### src/rtl/fir_i2s_tx_if.sv
// Sample input and I2S output bundle for the FIR output stage.
// The master drives samples; the slave is the serialiser.
interface fir_i2s_tx_if;
    logic [23:0] audio_in;
    logic        sample_valid;
    logic        i2s_bclk;
    logic        i2s_lrclk;
    logic        i2s_sdata;
    logic        frame_start;

    modport master (
        output audio_in,
        output sample_valid,
        input  i2s_bclk,
        input  i2s_lrclk,
        input  i2s_sdata,
        input  frame_start
    );

    modport slave (
        input  audio_in,
        input  sample_valid,
        output i2s_bclk,
        output i2s_lrclk,
        output i2s_sdata,
        output frame_start
    );
endinterface

### src/rtl/fir_i2s_tx.sv
// FIR output stage: scale/saturate to 16 bits, hold one sample,
// serialise as mono I2S with underrun/overflow sticky flags.
module fir_i2s_tx #(
    parameter int CLK_DIV    = 4,
    parameter int GAIN_SHIFT = 7,
    parameter int SLOT_BITS  = 32
) (
    input  logic        clk,
    input  logic        reset_n,
    fir_i2s_tx_if.slave bus,
    input  logic        clear_status,
    output logic        underrun,
    output logic        overflow
);
    localparam int DW = $clog2(CLK_DIV);
    localparam int BW = $clog2(2 * SLOT_BITS);
    localparam logic [DW-1:0] DIV_LAST = DW'(CLK_DIV - 1);
    localparam logic [BW-1:0] BIT_LAST = BW'(2 * SLOT_BITS - 1);
    localparam logic [BW-1:0] SLOT     = BW'(SLOT_BITS);

    typedef enum logic {IDLE, RUN} state_t;

    state_t         state;
    logic [DW-1:0]  div_cnt;
    logic [BW-1:0]  bit_cnt;
    logic [15:0]    holding;
    logic [15:0]    word;
    logic           full;
    logic           load_pend;
    logic           bclk;
    logic           lrclk;
    logic           sdata;
    logic           fstart;

    logic signed [23:0] scaled;
    logic [15:0]        sat;
    logic               wrap;
    logic               fall;
    logic               load;
    logic [BW-1:0]      nxt_bit;
    logic [BW-1:0]      p;
    logic [BW-1:0]      q;
    logic [3:0]         idx;
    logic               nxt_sd;

    always_comb begin
        scaled = $signed(bus.audio_in) >>> GAIN_SHIFT;
        if (scaled > 24'sd32767)
            sat = 16'h7FFF;
        else if (scaled < -24'sd32768)
            sat = 16'h8000;
        else
            sat = scaled[15:0];
    end

    // The first RUN cycle is a bit_cnt=0 load of the triggering sample
    always_comb begin
        wrap    = (div_cnt == DIV_LAST);
        fall    = (state == RUN) && !load_pend && wrap && bclk;
        nxt_bit = (bit_cnt == BIT_LAST) ? '0 : bit_cnt + 1'b1;
        load    = (state == RUN) &&
                  (load_pend || (fall && nxt_bit == '0));
        p       = (nxt_bit == '0) ? BIT_LAST : nxt_bit - 1'b1;
        q       = (p >= SLOT) ? p - SLOT : p;
        idx     = 4'd15 - q[3:0];
        nxt_sd  = (q < BW'(16)) ? word[idx] : 1'b0;
    end

    always_ff @(posedge clk) begin
        if (!reset_n) begin
            state     <= IDLE;
            div_cnt   <= '0;
            bit_cnt   <= '0;
            holding   <= '0;
            word      <= '0;
            full      <= 1'b0;
            load_pend <= 1'b0;
            bclk      <= 1'b0;
            lrclk     <= 1'b0;
            sdata     <= 1'b0;
            fstart    <= 1'b0;
            underrun  <= 1'b0;
            overflow  <= 1'b0;
        end else begin
            fstart <= load;
            if (bus.sample_valid) begin
                holding <= sat;
                full    <= 1'b1;
            end else if (load) begin
                full <= 1'b0;
            end
            if (load && full)
                word <= holding;
            if (bus.sample_valid && full && !load)
                overflow <= 1'b1;
            else if (clear_status)
                overflow <= 1'b0;
            if (load && !full)
                underrun <= 1'b1;
            else if (clear_status)
                underrun <= 1'b0;
            unique case (state)
                IDLE: begin
                    if (bus.sample_valid) begin
                        state     <= RUN;
                        load_pend <= 1'b1;
                    end
                end
                RUN: begin
                    if (load_pend) begin
                        load_pend <= 1'b0;
                    end else begin
                        div_cnt <= wrap ? '0 : div_cnt + 1'b1;
                        if (wrap)
                            bclk <= !bclk;
                        if (fall) begin
                            bit_cnt <= nxt_bit;
                            lrclk   <= (nxt_bit >= SLOT);
                            sdata   <= nxt_sd;
                        end
                    end
                end
                default: state <= IDLE;
            endcase
        end
    end

    assign bus.i2s_bclk    = bclk;
    assign bus.i2s_lrclk   = lrclk;
    assign bus.i2s_sdata   = sdata;
    assign bus.frame_start = fstart;
endmodule
### src/flat_wrapper.sv
// flat-port wrapper written by rule: the top's interface ports become plain ports
module fir_i2s_tx_flat 
#(
    parameter int CLK_DIV    = 4,
    parameter int GAIN_SHIFT = 7,
    parameter int SLOT_BITS  = 32
)
  (clk, reset_n, clear_status, underrun, overflow, bus_audio_in, bus_sample_valid, bus_i2s_bclk, bus_i2s_lrclk, bus_i2s_sdata, bus_frame_start);
  fir_i2s_tx_if bus_i ();
  input  logic clk;
  input  logic reset_n;
  input  logic clear_status;
  output logic underrun;
  output logic overflow;
  input wire logic [$bits(bus_i.audio_in)-1:0] bus_audio_in;
  input wire logic [$bits(bus_i.sample_valid)-1:0] bus_sample_valid;
  output wire logic [$bits(bus_i.i2s_bclk)-1:0] bus_i2s_bclk;
  output wire logic [$bits(bus_i.i2s_lrclk)-1:0] bus_i2s_lrclk;
  output wire logic [$bits(bus_i.i2s_sdata)-1:0] bus_i2s_sdata;
  output wire logic [$bits(bus_i.frame_start)-1:0] bus_frame_start;
  assign bus_i.audio_in = bus_audio_in;
  assign bus_i.sample_valid = bus_sample_valid;
  assign bus_i2s_bclk = bus_i.i2s_bclk;
  assign bus_i2s_lrclk = bus_i.i2s_lrclk;
  assign bus_i2s_sdata = bus_i.i2s_sdata;
  assign bus_frame_start = bus_i.frame_start;
  fir_i2s_tx #(.CLK_DIV(CLK_DIV), .GAIN_SHIFT(GAIN_SHIFT), .SLOT_BITS(SLOT_BITS)) u_core (.clk(clk), .reset_n(reset_n), .bus(bus_i), .clear_status(clear_status), .underrun(underrun), .overflow(overflow));
endmodule
### config.mk
export PLATFORM = sky130hd
export DESIGN_NAME = fir_i2s_tx_flat
export DESIGN_NICKNAME = d
export VERILOG_FILES = /design/src/rtl/fir_i2s_tx_if.sv /design/src/rtl/fir_i2s_tx.sv /design/src/flat_wrapper.sv
export SDC_FILE = /design/constraint.sdc
export NUM_CORES = 1
export LEC_CHECK = 0
export CAP_MARGIN = 20
export CORE_ASPECT_RATIO = 0.6
export CORE_MARGIN = 1.5
export CORE_UTILIZATION = 54
export DETAILED_ROUTE_END_ITERATION = 8
export GPL_ROUTABILITY_DRIVEN = 0
export PLACE_DENSITY_LB_ADDON = 0.2
export SLEW_MARGIN = 0
export SYNTH_ARGS = -nofsm -noshare
export SYNTH_HDL_FRONTEND = slang
export SYNTH_SLANG_ARGS = --single-unit
### constraint.sdc
create_clock -name clk -period 2.3 [get_ports clk]
set_input_delay 0.46 -clock clk [delete_from_list [all_inputs] [get_ports clk]]
set_output_delay 0.46 -clock clk [all_outputs]
set_load 0.02 [all_outputs]
Word level (Yosys, flattened, before mapping):

Cells that the tools add are included.

* flip-flop bits (word level): 49
* bits in latches: 0
* RAM bits: 0
* ROM bits: 0
* bits of input ports: 28
* output and inout port bits: 6
* word-level logic and storage cells: 68
* memories: 0

* add/sub/neg operators: 5
* $mul: 0
* div/mod/pow operators: 0
* $lt $le $gt $ge: 6
* eq/ne operators: 3
* shifts and indexed selects: 0
* mux-type cells: 18
* bitwise gates (word level): 2
* reductions and logical operators: 21

Operator list (count)
* 16-bit 2-to-1 mux: 2
* 6-bit 2-to-1 mux: 3
* 17-bit by 16-bit greater-than comparator with 1-bit output (second input constant): 1
* 17-bit by 16-bit less-than comparator with 1-bit output (second input constant): 1
* 6-bit >= comparator (second input constant): 2
* 1-bit 2-to-1 mux: 10
* 1-bit logical AND: 9
* 6-bit by 1-bit adder with 6-bit output (second input constant): 1
* 6-bit equality test (second input constant): 1
* 6-bit zero test: 1
* 6-bit by 5-bit less-than comparator with 1-bit output (second input constant): 1
* 3-bit AND reduction: 2
* 2-bit nonzero test: 3
* 6-bit by 1-bit subtractor with 6-bit output (second input constant): 1
* 6-bit subtractor (second input constant): 1
* 4-bit by 5-bit less-than comparator with 1-bit output (second input constant): 1
* 1-bit binary-select mux with 4-bit select: 1
* 1-bit zero test: 4
* 4-bit subtractor (first input constant): 1
* 2-bit by 1-bit adder with 2-bit output (second input constant): 1
* 2-bit equality test (second input constant): 1
* 2-bit 2-to-1 mux: 1
* 2-bit inequality test (second input constant): 1
* 1-bit inverter: 2
* 3 further kinds: 3

Logic depth before layout (Yosys ltp):

* word-level depth: 10
* gate-level depth with buffers: 9
* depth with buffers taken out: 7

Least setup slack after synthesis:

No wires, ideal clock.

* path type: reg-to-reg
* start: reg u_core.bit_cnt[0]
* end: reg u_core.word[8]
* arrival: 1925 ps
* data required time: 2184 ps
* slack: 259 ps
* cell stages (with the launch flop): 10
* buffers on the path: 2
* clock period less this slack: 2041 ps
* cells stage by stage: dfxtp_1 ha_1 buf_6 and2_2 a31oi_1 a211oi_2 o21ai_4 buf_12 mux2i_1 nor2b_1

* longest elaborated chain between the ends: 7
* elaborated cells on any way between the ends: 8

RTL lines
* start, declared: line fir_i2s_tx.sv:25 `logic [BW-1:0] bit_cnt;`
* start signal, assigned: line fir_i2s_tx.sv:117 `bit_cnt <= nxt_bit;`
* 6-bit by 1-bit adder with 6-bit output / 6-bit equality test (equally long branches): line fir_i2s_tx.sv:60 `nxt_bit = (bit_cnt == BIT_LAST) ? '0 : bit_cnt + 1'b1;`
* 6-bit 2-to-1 mux *: line fir_i2s_tx.sv:60
* 6-bit zero test *: line fir_i2s_tx.sv:62 `(load_pend || (fall && nxt_bit == '0));`
* 1-bit logical AND *: line fir_i2s_tx.sv:62
* 1-bit logical OR *: line fir_i2s_tx.sv:62
* 1-bit logical AND *: line fir_i2s_tx.sv:61 `load = (state == RUN) &&`
* 1-bit logical AND *: line fir_i2s_tx.sv:92 `if (load && full)`
* end signal, assigned: line fir_i2s_tx.sv:93 `word <= holding;`
* end, declared: line fir_i2s_tx.sv:27 `logic [15:0] word;`

Every way passes the cells marked *; elsewhere a longest branch is shown, timed or not.
A chain may end at the register's enable or synchronous reset.

Final worst setup path:

* start: reg u_core.bit_cnt[0]
* end: reg u_core.sdata, in the netlist u_core.bus.i2s_sdata

* longest elaborated chain between the ends: 10
* elaborated cells on any way between the ends: 14

RTL lines
* 6-bit by 1-bit adder with 6-bit output / 6-bit equality test (equally long branches): line fir_i2s_tx.sv:60
* 6-bit 2-to-1 mux *: line fir_i2s_tx.sv:60
* named net u_core.nxt_bit[1]: line fir_i2s_tx.sv:40 `logic [BW-1:0] nxt_bit;`
* 6-bit by 1-bit subtractor with 6-bit output / 6-bit zero test (equally long branches): line fir_i2s_tx.sv:63 `p = (nxt_bit == '0) ? BIT_LAST : nxt_bit - 1'b1;`
* 6-bit 2-to-1 mux *: line fir_i2s_tx.sv:63
* 6-bit subtractor / 6-bit >= comparator (equally long branches): line fir_i2s_tx.sv:64 `q = (p >= SLOT) ? p - SLOT : p;`
* 6-bit 2-to-1 mux *: line fir_i2s_tx.sv:64
* 4-bit subtractor: line fir_i2s_tx.sv:65 `idx = 4'd15 - q[3:0];`
* 1-bit binary-select mux with 4-bit select: line fir_i2s_tx.sv:66 `nxt_sd = (q < BW'(16)) ? word[idx] : 1'b0;`
* 1-bit 2-to-1 mux (implied by the code): line fir_i2s_tx.sv:66
* 1-bit 2-to-1 mux *: line fir_i2s_tx.sv:66
* end signal, assigned: line fir_i2s_tx.sv:119 `sdata <= nxt_sd;`
* end, declared: line fir_i2s_tx.sv:32 `logic sdata;`

Mark *: on every way through the listed nets, which the timed path passes. The rest lies on a longest branch. The select of a mux whose other input is x is not followed.

==> results.sh <==
export IMPL_nets=338
export IMPL_min_period_over_period_pct=94.2
export IMPL_hold_class="reg -> reg"
export IMPL_hold_start="u_core.state$_SDFF_PN0_"
export IMPL_reg2reg_from="u_core.bit_cnt[0]$_SDFFE_PN0P_"
export IMPL_p_total_uw=1570
export IMPL_syn_num_nets=313
export IMPL_synth_edf_count=0
export IMPL_start_util_pct=57.9
export IMPL_grt_max_degree=50
export IMPL_end_kind="register"
export IMPL_max_cap_viol_count=0
export IMPL_synth_avg_cell_area_um2=8.70
export IMPL_rsz0062_at_grt="yes"
export IMPL_synth_warnings=0
export IMPL_hold_viol=0
export IMPL_vias_per_cell=5.47
export IMPL_finish_instance_area_um2=2880
export IMPL_crit_start="u_core.bit_cnt[0]$_SDFFE_PN0P_"
export IMPL_ys_flop_type="dfxtp_1"
export IMPL_path_max_fanout=7
export IMPL_place_area_um2=2760
export IMPL_ys_ff_latch=48
export IMPL_postRouteAntennaNets=0
export IMPL_drc=0
export IMPL_routed_via_count=2007
export IMPL_cp_buffers_inverters=1
export IMPL_clk_latency_ns=0.31
export IMPL_cts_buffer_depth=2
export IMPL_antenna_found_initial=0
export IMPL_synthesis_area_um2=2450
export IMPL_die_h_um=55.2
export IMPL_worstSetupPathType="reg -> reg"
export IMPL_fin_worst_skew_ns=0.00467
export IMPL_grt_pass1_wl_mm=8.34
export IMPL_cpMaxStageDelayCell="dfxtp_2"
export IMPL_power_density_nw_per_um2=544
export IMPL_die_area_um2=4970
export IMPL_synthArstFlopShare_pct=0
export IMPL_dp_hpwl_mm=3.36
export IMPL_cts_max_level=2
export IMPL_ys_seq_area_share_pct=39.2
export IMPL_area_growth_pct=17.6
export IMPL_syn_inst=282
export IMPL_finalCriticalPeriod_ns=2.17
export IMPL_portBuffers=26
export IMPL_cts_sinks=48
export IMPL_drv_slew=0
export IMPL_max_slew_margin_pct=63.6
export IMPL_drt_iter0_drc=107
export IMPL_core_area_um2=4230
export IMPL_required_ns=2.49
export IMPL_ir_drop_mv=0.398
export IMPL_die_w_um=90
export IMPL_worstPathArrival_ns=2.36
export IMPL_numCtsBuffers=5
export IMPL_leakage_uw=0.00116
export IMPL_wire_per_inst_um=13.2
export IMPL_tritoncts="yes"
export IMPL_clockRootBuffer="clkbuf_8"
export IMPL_clk_pin_slew_ns=0.09
export IMPL_whs_ns=0.486
export IMPL_synth_cell_types=47
export IMPL_cp_top_family="simple AND/OR/NAND/NOR gates"
export IMPL_timing_fmax_mhz=462
export IMPL_grt_remaining_overflow=0
export IMPL_path_cells="buf_4, ha_1, or2_0, mux2_2, a221oi_2, and3_1, o41ai_2"
export IMPL_grt_pass1_vias=1830
export IMPL_run_status="completed"
export IMPL_critPathLaunchType="register"
export IMPL_worst_slew_pin_slew_ns=0.544
export IMPL_worst_path_largest_cell_delay_ns=0.37
export IMPL_ioPinCount=34
export IMPL_drive_gt1_share_pct=12.4
export IMPL_first_pass_iters=4
export IMPL_diodes=0
export IMPL_setup_viol=0
export IMPL_drt_total_wl_mm=4.86
export IMPL_track_usage_pct=20.5
export IMPL_core_rowCount=18
layout make-up:
type / count / area [um^2]
multi-input cells: 212 / 1370
fillers: 363 / 1350
flip-flops and latches: 48 / 962
repair buffers: 39 / 383
clock buffers: 6 / 82.6
well taps: 60 / 75.1
clock inverters: 1 / 8.76
inverters: 1 / 3.75
cell families after synthesis:
group                      Yosys count  synth area share [%]
DFF                                 48                  39.2
AOI/OAI and AO/OA                   78                  20.0
and+or+nand+nor                     99                  21.1
adders and majority gates            3                  1.53
xor gates and xnor gates             6                  2.14
buffers and inverters               22                  5.20
muxes                               26                  10.8
power by group:
group	switching [uW]	internal (uW)
Clock	289	240
Combinational	74.5	84.1
Sequential	18.1	862
sequential cells by signal (all words and copies together), names as in the netlist:
signal	cells
u_core.holding	16
u_core.word	16
u_core.bit_cnt	5
u_core.div_cnt	2
u_core.bus.frame_start	1
u_core.bus.i2s_bclk	1
u_core.bus.i2s_lrclk	1
u_core.bus.i2s_sdata	1
u_core.full	1
u_core.load_pend	1
u_core.overflow	1
u_core.state	1
u_core.underrun	1
Yosys cell counts (all sizes together), types with 4 or more instances:
master / number / area, um^2
nand3: 6 / 30.0
nor2: 37 / 139
a21oi: 40 / 211
nor2b: 22 / 138
mux2: 4 / 45.0
buf: 6 / 63.8
and2: 8 / 55.1
mux2i: 22 / 220
xnor2: 5 / 43.8
nand2: 11 / 41.3
dfxtp: 48 / 961
o21ai: 20 / 111
clkbuf: 15 / 60.1
layout by cell type (no fill, tap or decap), types with 3 or more instances in the layout:
cell,count
xnor2_1,5
nor2b_1,22
mux2_2,4
and2_2,4
a31oi_1,3
buf_4,11
dfxtp_1,47
clkdlybuf4s50_1,26
ha_1,3
nor2_1,37
and2_1,4
nor3b_1,3
o21ai_0,19
a21oi_1,38
nand2_1,11
nand3_1,6
mux2i_1,22
clkbuf_8,6
worst register-to-register path, cell delays in order (launching register included):
cell and delay, ns:
dfxtp_2 0.37, buf_4 0.16, ha_1 0.32, or2_0 0.26
mux2_2 0.28, a221oi_2 0.34, and3_1 0.24, o41ai_2 0.08
path summary, 6_finish.rpt:
kind / to / slack [ns] / depth (start not counted)
max: u_core.bus.i2s_sdata$_SDFFE_PN0P_ / 0.13 / 7
min: u_core.load_pend$_SDFFE_PN0P_ / 0.49 / 1
max reg2reg: u_core.bus.i2s_sdata$_SDFFE_PN0P_ / 0.13 / 7
min reg2reg: u_core.load_pend$_SDFFE_PN0P_ / 0.49 / 1
timing repair:
| action | 4_1_cts | 5_1_grt |
|---|---|---|
| gates resized for setup | 0 | 2 |
| setup endpoints to repair | 16 | 14 |
| cloned | 0 | 0 |
| setup buffers | 2 | 0 |
| pin swaps | 1 | 1 |
| hold buffers | 0 | 0 |
per-stage QoR:
step / TNS, ns / cells / setup slack [ns] / util (%)
after floorplan: 0 / 282 / 0.259 / -
after global placement: 0 / 358 / 0.0313 / 65.2
after detailed placement: -0.0857 / 358 / -0.0260 / 65.2
after CTS: 0 / 367 / 0.0594 / 68.0
after global routing: 0 / 367 / 0.00211 / 68.1
final: 0 / 367 / 0.134 / 68.1
routing by layer:
layer | global-route usage (%) | up-vias | wire length, um
met4 | 6.80 | 0 | 46
li1 | - | 1038 | -
met1 | 29.2 | 928 | 2570
met2 | 30.5 | 36 | 2050
met5 | 0 | - | 0
met3 | 4.82 | 5 | 193
Power figures use the tool's default switching activity.
==> patch, RTL diff (same settings) <==
Make the reset (`reset_n`) asynchronous in one clocked block.
--- a/src/rtl/fir_i2s_tx.sv
+++ b/src/rtl/fir_i2s_tx.sv
@@ -66,7 +66,7 @@
         nxt_sd  = (q < BW'(16)) ? word[idx] : 1'b0;
     end
 
-    always_ff @(posedge clk) begin
+    always_ff @(posedge clk or negedge reset_n) begin
         if (!reset_n) begin
             state     <= IDLE;
             div_cnt   <= '0;
Formal check against the unedited RTL: differs if reset_n is asserted again (counterexample within 4 cycles, from zero or initial values and one cycle with reset_n low); with reset_n held inactive, the same outputs for 10 cycles.
==> patch against the original RTL <==
Via count fell by 14%; wire length rose by 5.6%; maximum frequency fell by 1.9%; sequential cell count rose by 1; die area rose by 0.39%; count of clock-buffer cells in the layout did not move; synthesized cell count fell by 26%; setup slack got worse by 0.041 ns; cell count fell by 19%; worst hold slack got worse by 0.37 ns; area after synthesis rose by 0.41%; cell area rose by 1.2%; largest cell class is now flip-flops and latches; highest routed layer unchanged.
Power is not compared: it rests on default switching activity, and its combinational part moved more than twofold at a synthesized area within 25%.
==> patch: results (changes against the original RTL) <==
Worst setup path:
- The stage delay of the slowest cell on the critical path was 0.44 ns (+0.07 ns).
- The largest driver fanout on the critical path is 9 (+2).
- The startpoint identified for the worst register-to-register timing path is u_core.bit_cnt[0].
- The worst reg-to-reg path cell count is 6 (-1).
- The endpoint of the lowest-slack register-to-register path is u_core.bus.i2s_sdata.
- The highest-delay cell along the critical path is dfrtp_1.

Placement:
- The pre-CTS worst setup slack is 0.0253 ns (+0.0513 ns).
- The placed instance area came to 2790 um2 (+1.2%).
- The total half-perimeter wirelength after legalization and detailed placement was 3700 um (+9.9%).

Cells and area:
- In the final layout, the registers with the most flip-flops are u_core.holding (16), u_core.word (16), u_core.bit_cnt (6).
- The number of nets in the layout came to 269 (-20%).
- The layout cell share with drive strength beyond 1 is 25.1% (+13 points).

GRT:
- The overall routing resource usage is 22.9% (+2.4 points).
- The number of global-route vias before repair is 1868 (+2.1%).

Synth:
- The share of the synthesized area in compound gates (AO/OA/AOI/OAI) is 15.8% (-4.2 points).
- The mux contribution to synthesized area is 16.1% (+5.3 points).
- The number of distinct library cell variants in the gate-level netlist after synthesis came to 48 (+2.1%).
- By count the netlist is led by dfrtp_1 (49), o21ai_0 (19), inv_1 (14).
- The dominant register cell in the synthesized netlist is dfrtp_1.
- By area the synthesized netlist is led by dfrtp_1 (50%), mux2_4 (6.1%), mux2_2 (5.9%).
- The part of the Yosys area used for sequential elements is 49.8% (+11 points).
- The share of synthesized flip-flops with an asynchronous set or reset is 100% (+100 points).
- The synthesized-area fraction occupied by xor and xnor cells came to 1.78% (-0.36 points).
- The net count after synthesis is 241 (-23%).

STA:
- The setup clock skew after layout is 0.0156 ns (+0.0109 ns).
- The remaining max-slew budget at the tightest pin came to 44.5% (-19 points).

Drt:
- The post-detailed-route via-to-cell ratio is 5.81 (+6.2%).

Run status:
- The run finished with clean final reports.

Worst hold path:
- The tightest min-delay check is of the in2async type.
[patch: logic make-up (layout without fill, tap and decap cells)]
kind of cell / count (synthesis) / after routing
muxes: 28 / 28
and+or+nand+nor: 40 / 40
buffers and inverters: 29 / 58
xor gates and xnor gates: 5 / 5
AOI/OAI and AO/OA: 56 / 56
DFF: 49 / 49
adders and majority gates: 3 / 3
[patch: cell type report]
type,count,area [um2]
fillers,327,1320
flip-flops and latches,49,1230
multi-input cells,132,1110
repair buffers,36,355
clock buffers,6,82.6
well taps,60,75.1
inverters,14,52.6
clock inverters,2,17.5
[patch: worst max-delay path by stage]
| stage | startpoint | endpoint | slack [ns] |
|---|---|---|---|
| floorplan | u_core.bit_cnt[0] | u_core.bus.i2s_sdata | 0.07 |
| global placement | u_core.bit_cnt[0] | u_core.bus.i2s_sdata | 0.12 |
| detailed placement | u_core.bit_cnt[0] | u_core.bus.i2s_sdata | 0.03 |
| CTS | u_core.bit_cnt[2] | u_core.word[5] | 0.008 |
| global route | u_core.bit_cnt[1] | u_core.bus.i2s_sdata | 0.004 |
| finish | u_core.bit_cnt[0] | u_core.bus.i2s_sdata | 0.09 |
[patch: stage by stage]
stage          hold slack [ns]  power [mW]  util (%)
4_1_cts                  0.123        3.18      68.3
3_3_place_gp             0.454        2.50      66.0
2_1_floorplan            0.164        2.23         -
6_report                 0.112        3.22      68.9
5_1_grt                  0.129        3.41      68.9
3_5_place_dp             0.466        2.62      66.0
[patch: routing by layer]
layer	vias up	global-route usage (%)	wire, um
met5	-	0	0
met4	0	7.48	114
met3	13	4.68	289
met2	59	37.7	2360
met1	849	30.8	2370
li1	815	-	-
[patch: repair_timing]
action,CTS,global route
buffers inserted,0,1
gates resized for setup,0,4
endpoints found under the setup margin,0,18
hold endpoints to repair,0,0
[patch: worst register-to-register path: cells and delay by family (launching register included)]
family	cells	cell delay [ns]
AOI/OAI and AO/OA	2	0.54
xor gates and xnor gates	1	0.19
adders and majority gates	1	0.27
DFF	1	0.44
and+or+nand+nor	2	0.67
[patch: report_power, final]
group / internal (mW) / switching, mW
combinational: 0.749 / 0.552
sequential: 1.12 / 0.239
clock: 0.250 / 0.306
